<file path="src/rtl/serial_word_receiver.sv">
// serial_word_receiver
//   Upstream stage of the serial ROM loader path. Synchronises an external,
//   asynchronous 3-wire serial stream (frame enable, bit clock, data) into the
//   i_clk domain. It deserialises the stream MSB-first into DATA_WIDTH-bit words
//   and presents each word downstream with a load/strobe/ack handshake.
//
// Ports
//   i_clk         system clock, rising edge
//   i_reset       asynchronous active-high reset
//   i_ser_load    async frame enable (high for a whole ROM image)
//   i_ser_clk     async serial bit clock, data sampled on its rising edge
//   i_ser_data    async serial data, MSB of each word first
//   i_ack         one-cycle pulse: presented word has been consumed
//   o_load        synchronised frame enable to downstream
//   o_data_out    word presented to downstream
//   o_sck         word-valid strobe, high while o_data_out is unconsumed
//   o_word_count  words acked in the current frame (wraps)
//   o_overrun     sticky: a complete word was dropped while one was pending
//   o_frame_err   sticky: frame ended with a partial word
module serial_word_receiver #(
   parameter int unsigned DATA_WIDTH  = 16,
   parameter int unsigned COUNT_WIDTH = 16
) (
   input  logic                   i_clk,
   input  logic                   i_reset,
   input  logic                   i_ser_load,
   input  logic                   i_ser_clk,
   input  logic                   i_ser_data,
   input  logic                   i_ack,
   output logic                   o_load,
   output logic [DATA_WIDTH-1:0]  o_data_out,
   output logic                   o_sck,
   output logic [COUNT_WIDTH-1:0] o_word_count,
   output logic                   o_overrun,
   output logic                   o_frame_err
);

   localparam int unsigned BitCntW = (DATA_WIDTH > 1) ? $clog2(DATA_WIDTH) : 1;
   localparam logic [BitCntW-1:0] LastBit = BitCntW'(DATA_WIDTH - 1);

   typedef enum logic [1:0] {
      StIdle,
      StShift,
      StPresent
   } state_e;

   // Synchroniser flops. All three inputs use the same two-flop depth so that
   // the data bit stays aligned with its bit clock; the third stage on load
   // and clk provides edge detection.
   logic r_load_s1, r_load_s2, r_load_s3;
   logic r_clk_s1, r_clk_s2, r_clk_s3;
   logic r_data_s1, r_data_s2;

   state_e                 r_state, w_state_next;
   logic [BitCntW-1:0]     r_bit_cnt, w_bit_cnt_next;
   logic [DATA_WIDTH-1:0]  r_shift, w_shift_next;
   logic [DATA_WIDTH-1:0]  r_data, w_data_next;
   logic                   r_sck, w_sck_next;
   logic [COUNT_WIDTH-1:0] r_count, w_count_next;
   logic                   r_overrun, w_overrun_next;
   logic                   r_frame_err, w_frame_err_next;

   logic                   w_load_rise;
   logic                   w_load_fall;
   logic                   w_clk_rise;
   logic                   w_word_done;
   logic [DATA_WIDTH-1:0]  w_shifted;

   always_ff @(posedge i_clk or posedge i_reset) begin
      if (i_reset) begin
         r_load_s1 <= 1'b0;
         r_load_s2 <= 1'b0;
         r_load_s3 <= 1'b0;
         r_clk_s1  <= 1'b0;
         r_clk_s2  <= 1'b0;
         r_clk_s3  <= 1'b0;
         r_data_s1 <= 1'b0;
         r_data_s2 <= 1'b0;
      end else begin
         r_load_s1 <= i_ser_load;
         r_load_s2 <= r_load_s1;
         r_load_s3 <= r_load_s2;
         r_clk_s1  <= i_ser_clk;
         r_clk_s2  <= r_clk_s1;
         r_clk_s3  <= r_clk_s2;
         r_data_s1 <= i_ser_data;
         r_data_s2 <= r_data_s1;
      end
   end

   assign w_load_rise = r_load_s2 & ~r_load_s3;
   assign w_load_fall = ~r_load_s2 & r_load_s3;
   assign w_clk_rise  = r_clk_s2 & ~r_clk_s3;
   assign w_shifted   = {r_shift[DATA_WIDTH-2:0], r_data_s2};
   assign w_word_done = w_clk_rise && (r_bit_cnt == LastBit);

   always_comb begin
      w_state_next     = r_state;
      w_bit_cnt_next   = r_bit_cnt;
      w_shift_next     = r_shift;
      w_data_next      = r_data;
      w_sck_next       = r_sck;
      w_count_next     = r_count;
      w_overrun_next   = r_overrun;
      w_frame_err_next = r_frame_err;

      unique case (r_state)
         StIdle: begin
            w_sck_next = 1'b0;
            if (w_load_rise) begin
               w_bit_cnt_next   = '0;
               w_shift_next     = '0;
               w_count_next     = '0;
               w_overrun_next   = 1'b0;
               w_frame_err_next = 1'b0;
               w_state_next     = StShift;
            end
         end

         StShift: begin
            if (w_clk_rise) begin
               w_shift_next   = w_shifted;
               w_bit_cnt_next = r_bit_cnt + BitCntW'(1);
               if (w_word_done) begin
                  w_bit_cnt_next = '0;
                  w_data_next    = w_shifted;
                  w_sck_next     = 1'b1;
                  w_state_next   = StPresent;
               end
            end
         end

         StPresent: begin
            // The next word keeps shifting in while the current one waits.
            if (w_clk_rise) begin
               w_shift_next   = w_shifted;
               w_bit_cnt_next = w_word_done ? '0 : r_bit_cnt + BitCntW'(1);
            end
            if (i_ack) begin
               w_count_next = r_count + COUNT_WIDTH'(1);
            end
            if (i_ack && w_word_done) begin
               // Hand-over with no low cycle on sck.
               w_data_next = w_shifted;
            end else if (i_ack) begin
               w_sck_next   = 1'b0;
               w_state_next = StShift;
            end else if (w_word_done) begin
               w_overrun_next = 1'b1;
            end
         end

         default: begin
            w_state_next = StIdle;
            w_sck_next   = 1'b0;
         end
      endcase

      // Frame end overrides everything: partial bits are discarded but the last
      // presented word and the count stay visible.
      if (w_load_fall) begin
         w_sck_next     = 1'b0;
         w_state_next   = StIdle;
         w_bit_cnt_next = '0;
         w_shift_next   = '0;
         w_data_next    = r_data;
         w_count_next   = r_count;
         if (r_bit_cnt != '0) begin
            w_frame_err_next = 1'b1;
         end
      end
   end

   always_ff @(posedge i_clk or posedge i_reset) begin
      if (i_reset) begin
         r_state     <= StIdle;
         r_bit_cnt   <= '0;
         r_shift     <= '0;
         r_data      <= '0;
         r_sck       <= 1'b0;
         r_count     <= '0;
         r_overrun   <= 1'b0;
         r_frame_err <= 1'b0;
      end else begin
         r_state     <= w_state_next;
         r_bit_cnt   <= w_bit_cnt_next;
         r_shift     <= w_shift_next;
         r_data      <= w_data_next;
         r_sck       <= w_sck_next;
         r_count     <= w_count_next;
         r_overrun   <= w_overrun_next;
         r_frame_err <= w_frame_err_next;
      end
   end

   assign o_load       = r_load_s2;
   assign o_data_out   = r_data;
   assign o_sck        = r_sck;
   assign o_word_count = r_count;
   assign o_overrun    = r_overrun;
   assign o_frame_err  = r_frame_err;

endmodule

</file>
<file path="config.mk">
export PLATFORM = sky130hd
export DESIGN_NAME = serial_word_receiver
export DESIGN_NICKNAME = d
export VERILOG_FILES = /design/src/rtl/serial_word_receiver.sv
export SDC_FILE = /design/constraint.sdc
export NUM_CORES = 1
export LEC_CHECK = 0
export ABC_CLOCK_PERIOD_IN_PS = 2600
export BUFFER_PORTS_ARGS = -buffer_cell sky130_fd_sc_hd__buf_2
export CAP_MARGIN = 20
export CORE_MARGIN = 1.5
export CORE_UTILIZATION = 39
export CTS_CLUSTER_SIZE = 8
export DETAILED_ROUTE_END_ITERATION = 8
export PLACE_DENSITY_LB_ADDON = 0.08
export SLEW_MARGIN = 5
export SYNTH_ARGS = -nofsm -noshare
export SYNTH_HDL_FRONTEND = slang
export SYNTH_SLANG_ARGS = --single-unit
</file>
<file path="constraint.sdc">
create_clock -name i_clk -period 2.6 [get_ports i_clk]
set_clock_uncertainty 0.15 [all_clocks]
set_input_delay 0.26 -clock i_clk [delete_from_list [all_inputs] [get_ports i_clk]]
set_output_delay 0.26 -clock i_clk [all_outputs]
set_load 0.1 [all_outputs]
</file>
* Word level (Yosys, flattened, before mapping)
Cells that the tools add are included.
** Word-level totals
- Bits in registers :: 64
- Bits of input ports :: 6
- Word-level logic and storage cells :: 92
** Cells by class
- Add/sub/neg operators :: 2
- Muxes and demuxes :: 36
- Equal/unequal tests :: 17
- Reduce and logical (&&, ||, !) cells :: 14
- Bitwise logic cells :: 7
** Operator list (number)
- 16-bit 2-to-1 mux :: 5
- 16-bit one-hot mux with 2 select lines :: 2
- 15-bit 2-to-1 mux :: 2
- 15-bit one-hot mux with 2 select lines :: 1
- 16-bit by 1-bit adder with 16-bit output (second input constant) :: 1
- 4-bit 2-to-1 mux :: 4
- 2-bit inequality test (second input constant) :: 8
- 3-bit inequality test (second input constant) :: 5
- 5-bit AND reduction :: 3
- 1-bit 2-to-1 mux :: 12
- 2-bit 2-to-1 mux :: 6
- 4-bit one-hot mux with 2 select lines :: 1
- 4-bit AND reduction :: 2
- 2-bit one-hot mux with 3 select lines :: 1
- 4-bit by 1-bit adder with 4-bit output (second input constant) :: 1
- 4-bit equality test (second input constant) :: 1
- 1-bit inverter :: 4
- 1-bit one-hot mux with 2 select lines :: 2
- 2-bit nonzero test :: 2
- 4-bit nonzero test :: 1
- 1-bit AND :: 3
- 3-bit by 1-bit inequality test with 1-bit output (second input constant) :: 1
- 3-bit AND reduction :: 1
- 3-bit nonzero test :: 1
- 5 further kinds :: 6

* Longest topological paths before layout
Gate-level depths: netlist of the first run.
- Depth after elaboration :: 7
- Gate-level depth with buffers :: 8
- Depth with buffers taken out :: 6

* Least setup slack after synthesis of the first run
OpenSTA, ideal clock, no wires.
- Path type :: flip-flop to flip-flop
- Start :: register r_load_s2 (netlist: o_load)
- End :: register r_count[11] (netlist: o_word_count[11])
- Arrival time :: 2.818 ns
- Data required time :: 2.372 ns
- Clock period less this slack :: 3.046 ns
- Buffers on the path :: 1
- Setup slack :: -0.446 ns
- Stages on the path, launching flop included :: 8
- Cell sequence :: dfrtp_1 > inv_1 > ha_1 > o21bai_4 > or4_4 > buf_6 > or4_1 > a21oi_1
** Between the ends
- Cells in the longest elaborated chain, start to end :: 4
- Elaborated cells on any way between the ends :: 6
** RTL lines
- from (decl) :: RTL line 50 : logic r_load_s1, r_load_s2, r_load_s3;
- from (signal assigned) :: RTL line 81 : r_load_s2 <= r_load_s1;
- branches (longest 3 deep; another with 2-bit inequality test)
- 4-bit AND reduction (no source line) (*)
- to (signal assigned) :: RTL line 190 : r_count <= w_count_next;
- to (decl) :: RTL line 59 : logic [COUNT_WIDTH-1:0] r_count, w_count_next;
Mark *: on every way between the ends.
A chain may end at the register's enable or synchronous reset.

* Final worst setup path of the first run
- Start :: register r_state[0]
- End :: register r_count[15] (netlist: o_word_count[15])
** Between the ends
- Cells in the longest elaborated chain, start to end :: 3
- Elaborated cells on any way between the ends :: 7
** RTL lines
- from (decl) :: RTL line 54 : state_e r_state, w_state_next;
- from (signal assigned) :: RTL line 176 : r_state <= StIdle;
- from (signal assigned) :: RTL line 185 : r_state <= w_state_next;
- 2-bit equality test / 2-bit logical NOT (equally long branches) :: RTL line 107 : unique case (r_state)
- 2-bit inequality test (no source line) / 2-bit nonzero test (equally long branches)
- 4-bit AND reduction (no source line)
Parallel ways exist; a longest one is shown, timed or not.

==> impl_metrics.py, run 1 <==
metrics = {
    "synthesis": {
        "ys_ff_latch": 64,
        "netlist_area_sq_mm": 0.00293,
        "syn-num-nets": 294,
        "synth_top_area_cell": "dfrtp_1",
        "ys_dominant_reg_cell": "dfrtp_1",
        "synth_warnings": 0,
        "yosysSeqAreaShare": 0.547,
        "synth_edf_count": 0,
        "synthArstFlopShare": 1.00,
        "ys_types": 43,
        "syn_inst": 280,
        "yosys-top-cells-area": "dfrtp_1 55%, mux2_2 6.2%, nand2_1 6.2%",
        "avgSynthCellArea_sq_um": 10.5,
        "yosys.area.top_type_share": 0.547,
    },
    "worst_hold_path": {
        "hp-class": "flop to flop",
        "whs_path_depth": 0,
    },
    "floorplanning": {
        "placementRows": 31,
        "die_width_um": 89.7,
        "die_h_um": 89.7,
        "coreArea_sq_mm": 0.00725,
        "ios": 42,
        "start_util": 0.404,
        "die_area_sq_mm": 0.00804,
    },
    "clock_network": {
        "cts.path.max_buffers": 2,
        "h-tree-depth": 3,
        "cts.sinks": 64,
        "clkSlewWorstSetupHoldPaths_ns": 0.08,
        "postCtsResizedCells": 0,
        "cts-root-buf": "clkbuf_8",
        "cts_tree": "built",
        "cts_buffers": 9,
        "clock_latency_ns": 0.34,
        "cts_setup_buffers": 0,
    },
    "critical_path": {
        "critical_path_class": "flop to flop",
        "required_ns": 2.73,
        "start_kind": "flop",
        "reg2reg_depth": 6,
        "end_kind": "flop",
        "crit_fanout": 11,
        "cp.arrival_ns": 2.55,
    },
    "power": {
        "p_leak_uw": 0.00164,
        "cellPowerDensity_mw_per_mm2": 746,
        "power_uw": 2620,
        "ir_drop_uv": 667,
    },
    "sta": {
        "hold_violations": 0,
        "fin_crit_ns": 2.42,
        "finalSetupViolCount": 0,
        "whs_ns": 0.200,
        "fin_ws_ns": 0.176,
        "rsz0062_at_grt": "false",
        "finalSetupTns_ns": 0,
        "finalCritPeriodShare": 0.932,
        "slew_headroom": 0.582,
        "fmax_ghz": 0.413,
        "max_slew.worst_pin.slew_ns": 0.627,
        "drv_slew": 0,
    },
    "global_routing": {
        "grt_use_met1": 0.212,
        "grtUsageMet3": 0.0320,
        "grt_overflow": 0,
        "grt_max_degree": 38,
        "grt_use_total": 0.162,
        "antenna_found_initial": 0,
        "use_met2": 0.251,
        "grt_pass1_wl_um": 9800,
        "busiest_layer": "met2",
        "first_global_vias": 2078,
    },
    "routing": {
        "via_count": 2194,
        "dr.pass1.iters": 4,
        "wl_per_cell_um": 13.4,
        "drc": 0,
        "vias_per_cell": 5.06,
        "first_iter_violations": 67,
        "drtAntennaViolNets": 0,
        "wl_um": 5800,
    },
    "status": {
        "outcome": "complete, no violations",
    },
    "cells_and_area": {
        "most-common-layout-cells": "60 x dfrtp_1, 48 x nand2_1, 41 x buf_2",
        "drive_gt1_frac": 0.278,
        "multi_input_area_sq_mm": 0.00125,
        "syn2layout_area_growth_pct": 19.8,
        "final_nets": 345,
        "regArea_sq_mm": 0.00161,
        "mostFrequentLayoutCell": "dfrtp_1",
        "fin_area_sq_mm": 0.00351,
        "diodes": 0,
        "n_fill_cell": 719,
    },
    "placement": {
        "io_buffers": 41,
        "gp_congestion": 0.826,
        "pre_cts_ws_ns": 0.159,
        "dp_hpwl_um": 4080,
        "place_area_sq_mm": 0.00331,
    },
    "run": {
        "maxCapViolations": 0,
    },
}
## final timing paths
path	from	end	slack [ns]
setup / recovery	r_state[0]	o_word_count[15]	0.18
hold / removal	r_clk_s1	r_clk_s2	0.20
setup reg to reg	r_state[0]	o_word_count[15]	0.18
hold reg to reg	r_clk_s1	r_clk_s2	0.20
max in group asynchronous	i_reset	o_load	1.28
min in group asynchronous	i_reset	o_data_out[10]	0.39
## synth_stat cells, types with 4 or more instances
cell and n:
nand2b_1 4, nor2_1 8, o31ai_1 5, o21ai_0 26
nand4_1 6, inv_1 11, or4_1 4, mux2_2 16
nand2_1 48, or3_1 4, ha_1 8, a21oi_1 10
dfrtp_1 64, mux2i_1 5, clkbuf_1 8, nand3_1 10
## flip-flops by register name (all words and copies together), names as in the netlist, 2 cells and up
signal        flops
o_word_count     16
o_data_out       16
r_bit_cnt         4
r_state           2
r_shift          15
## through the flow
step / util / instances
CTS: 0.484 / 434
detailed placement: 0.456 / 415
floorplan: - / 280
finish: 0.484 / 434
global route: 0.484 / 434
global placement: 0.456 / 415
## power breakdown
group | total [uW] | switching, uW | internal (uW)
combinational | 794 | 552 | 242
clock | 723 | 383 | 340
sequential | 1100 | 42.2 | 1060
## worst max-delay path: stages, from the launching register on
cell	delay [ns]
dfrtp_1	0.37
inv_1	0.08
ha_1	0.31
nor2b_1	0.22
or4_4	0.57
or4_1	0.52
a21oi_1	0.15
## routing by layer
layer  vias to the layer above  routed length, um
li1                       1084                  -
met1                      1060               2860
met2                        39               2590
met3                        11                208
met4                         0                144
met5                         -                  0
## cells by family after synthesis
family,after synthesis,share of synthesized area
compound gates,53,0.109
simple gates,108,0.188
fa+ha+maj,8,0.0342
buf+inv,23,0.0350
xor+xnor,3,0.00897
flops,64,0.547
mux,21,0.0786
## cell type report
class	instances	share of cell area
clock inverter	5	0.00999
multi-input combinational	193	0.357
tap	99	0.0353
sequential	64	0.458
clock buffer	10	0.0364
timing repair buffer	52	0.0920
inverter	11	0.0118
## what timing repair did
item	in CTS	in global routing
endpoints found under the setup margin	0	0
hold endpoints to repair	30	0
hold buffers	4	0
No activity file was read; power rests on OpenSTA's default activity.
==> inputs of run 2 (changes only) <==
--- a/config.mk
+++ b/config.mk
@@ -9,7 +9,7 @@
 export BUFFER_PORTS_ARGS = -buffer_cell sky130_fd_sc_hd__buf_2
 export CAP_MARGIN = 20
 export CORE_MARGIN = 1.5
-export CORE_UTILIZATION = 39
+export CORE_UTILIZATION = 25
 export CTS_CLUSTER_SIZE = 8
 export DETAILED_ROUTE_END_ITERATION = 8
 export PLACE_DENSITY_LB_ADDON = 0.08
==> impl_metrics.py, run 2 (synthesis results as in run 1) <==
metrics = {
    "floorplanning": {
        "die_width_um": 111,
        "die_h_um": 111,
        "die_area_sq_mm": 0.0124,
        "coreArea_sq_mm": 0.0114,
        "placementRows": 39,
        "ios": 42,
        "start_util": 0.257,
    },
    "status": {
        "outcome": "complete, no violations",
    },
    "critical_path": {
        "critical_path_class": "flop to flop",
        "start_kind": "flop",
        "end_kind": "flop",
        "required_ns": 2.71,
        "crit_chain": "inv_1 -> ha_1 -> nor2b_1 -> or4_4 -> or4_1 -> a21oi_1",
        "slowest_stage": "or4_4",
        "cp.arrival_ns": 2.47,
        "cp_num_buf_inv": 1,
        "crit_family": "simple AND/OR/NAND/NOR gates",
        "crit_fanout": 11,
        "cpPeakStageDelay_ns": 0.59,
    },
    "sta": {
        "finalSetupTns_ns": 0,
        "fmax_ghz": 0.423,
        "fin_crit_ns": 2.36,
        "slew_headroom": 0.566,
        "rsz0062_at_grt": "false",
        "hold_violations": 0,
        "max_slew.worst_pin.slew_ns": 0.646,
        "drv_slew": 0,
        "finalCritPeriodShare": 0.909,
        "finalSetupViolCount": 0,
    },
    "placement": {
        "dp_hpwl_um": 4470,
        "gp_congestion": 0.775,
        "place_area_sq_mm": 0.00336,
        "io_buffers": 41,
    },
    "global_routing": {
        "grt_pass1_wl_um": 11300,
        "grt_overflow": 0,
        "antenna_found_initial": 0,
        "grt_use_total": 0.114,
        "first_global_vias": 2186,
        "grt_max_degree": 42,
    },
    "power": {
        "p_leak_uw": 0.00170,
        "power_uw": 3090,
        "cellPowerDensity_mw_per_mm2": 834,
        "ir_drop_uv": 359,
    },
    "clock_network": {
        "cts_tree": "built",
        "h-tree-depth": 3,
        "cts_buffers": 9,
        "cts_setup_buffers": 0,
        "cts.path.max_buffers": 2,
        "postCtsResizedCells": 0,
        "cts.sinks": 64,
        "clkSlewWorstSetupHoldPaths_ns": 0.06,
        "clock_latency_ns": 0.33,
        "ctsHoldBuffers": 4,
        "cts-root-buf": "clkbuf_16",
    },
    "cells_and_area": {
        "drive_gt1_frac": 0.287,
        "final_nets": 347,
        "diodes": 0,
        "fin_area_sq_mm": 0.00370,
        "multi_input_area_sq_mm": 0.00125,
        "mostFrequentLayoutCell": "dfrtp_1",
        "syn2layout_area_growth_pct": 26.4,
        "regArea_sq_mm": 0.00161,
        "most-common-layout-cells": "60 x dfrtp_1, 48 x nand2_1, 41 x buf_2",
        "n_fill_cell": 1193,
    },
    "routing": {
        "drtAntennaViolNets": 0,
        "via_count": 2191,
        "drc": 0,
        "dr.pass1.iters": 6,
        "first_iter_violations": 115,
        "wl_per_cell_um": 13.6,
        "wl_um": 6540,
        "vias_per_cell": 4.56,
    },
    "run": {
        "maxCapViolations": 0,
    },
    "worst_hold_path": {
        "hp-class": "flop to flop",
    },
}
[run 2: changes by cell type in the layout (fill, tap and decap cells not counted), sizes merged]
cell | previous run | this run
clkbuf | 10 | 9
buf | 48 | 50
bufinv | 0 | 1
clkinvlp | 1 | 2
[run 2: report_power, final]
part           switching [uW]  internal [uW]  leakage (uW)
logic                     564            230      0.000699
clock network             448            741      0.000141
registers                44.7           1060      0.000863
[run 2: routing by layer]
metal / share of wire / vias up / track usage
li1: - / 1095 / -
met2: 0.45 / 37 / 0.179
met4: 0.020 / 0 / 0.0506
met3: 0.038 / 11 / 0.0262
met1: 0.49 / 1048 / 0.150
met5: 0 / - / 0
[run 2: stage by stage]
step / setup slack (ns) / utilization / cells / hold slack (ns)
CTS: 0.236 / 0.324 / 481 / 0.201
finish: 0.237 / 0.324 / 481 / 0.197
detailed placement: 0.250 / 0.295 / 461 / 0.185
global route: 0.106 / 0.324 / 481 / 0.220
global placement: 0.271 / 0.295 / 461 / 0.187
floorplan: 0.0489 / - / 280 / 0.141
[run 2: final timing paths]
kind                                 start               end  slack (ns)  cells after the start
max in group asynchronous          i_reset            o_load        1.32                      4
worst min-delay path              r_clk_s1          r_clk_s2        0.20                      0
worst max-delay path            r_state[0]  o_word_count[15]        0.24                      6
worst min register to register    r_clk_s1          r_clk_s2        0.20                      0
worst max register to register  r_state[0]  o_word_count[15]        0.24                      6
min in group asynchronous          i_reset    o_data_out[12]        0.36                      3
[run 2: cell type report]
class,count,share of cell area
inverters,11,0.0112
clock buffers,9,0.0609
repair buffers,54,0.0879
clock inverters,7,0.0196
well taps,143,0.0483
flip-flops and latches,64,0.434
multi-input cells,193,0.338
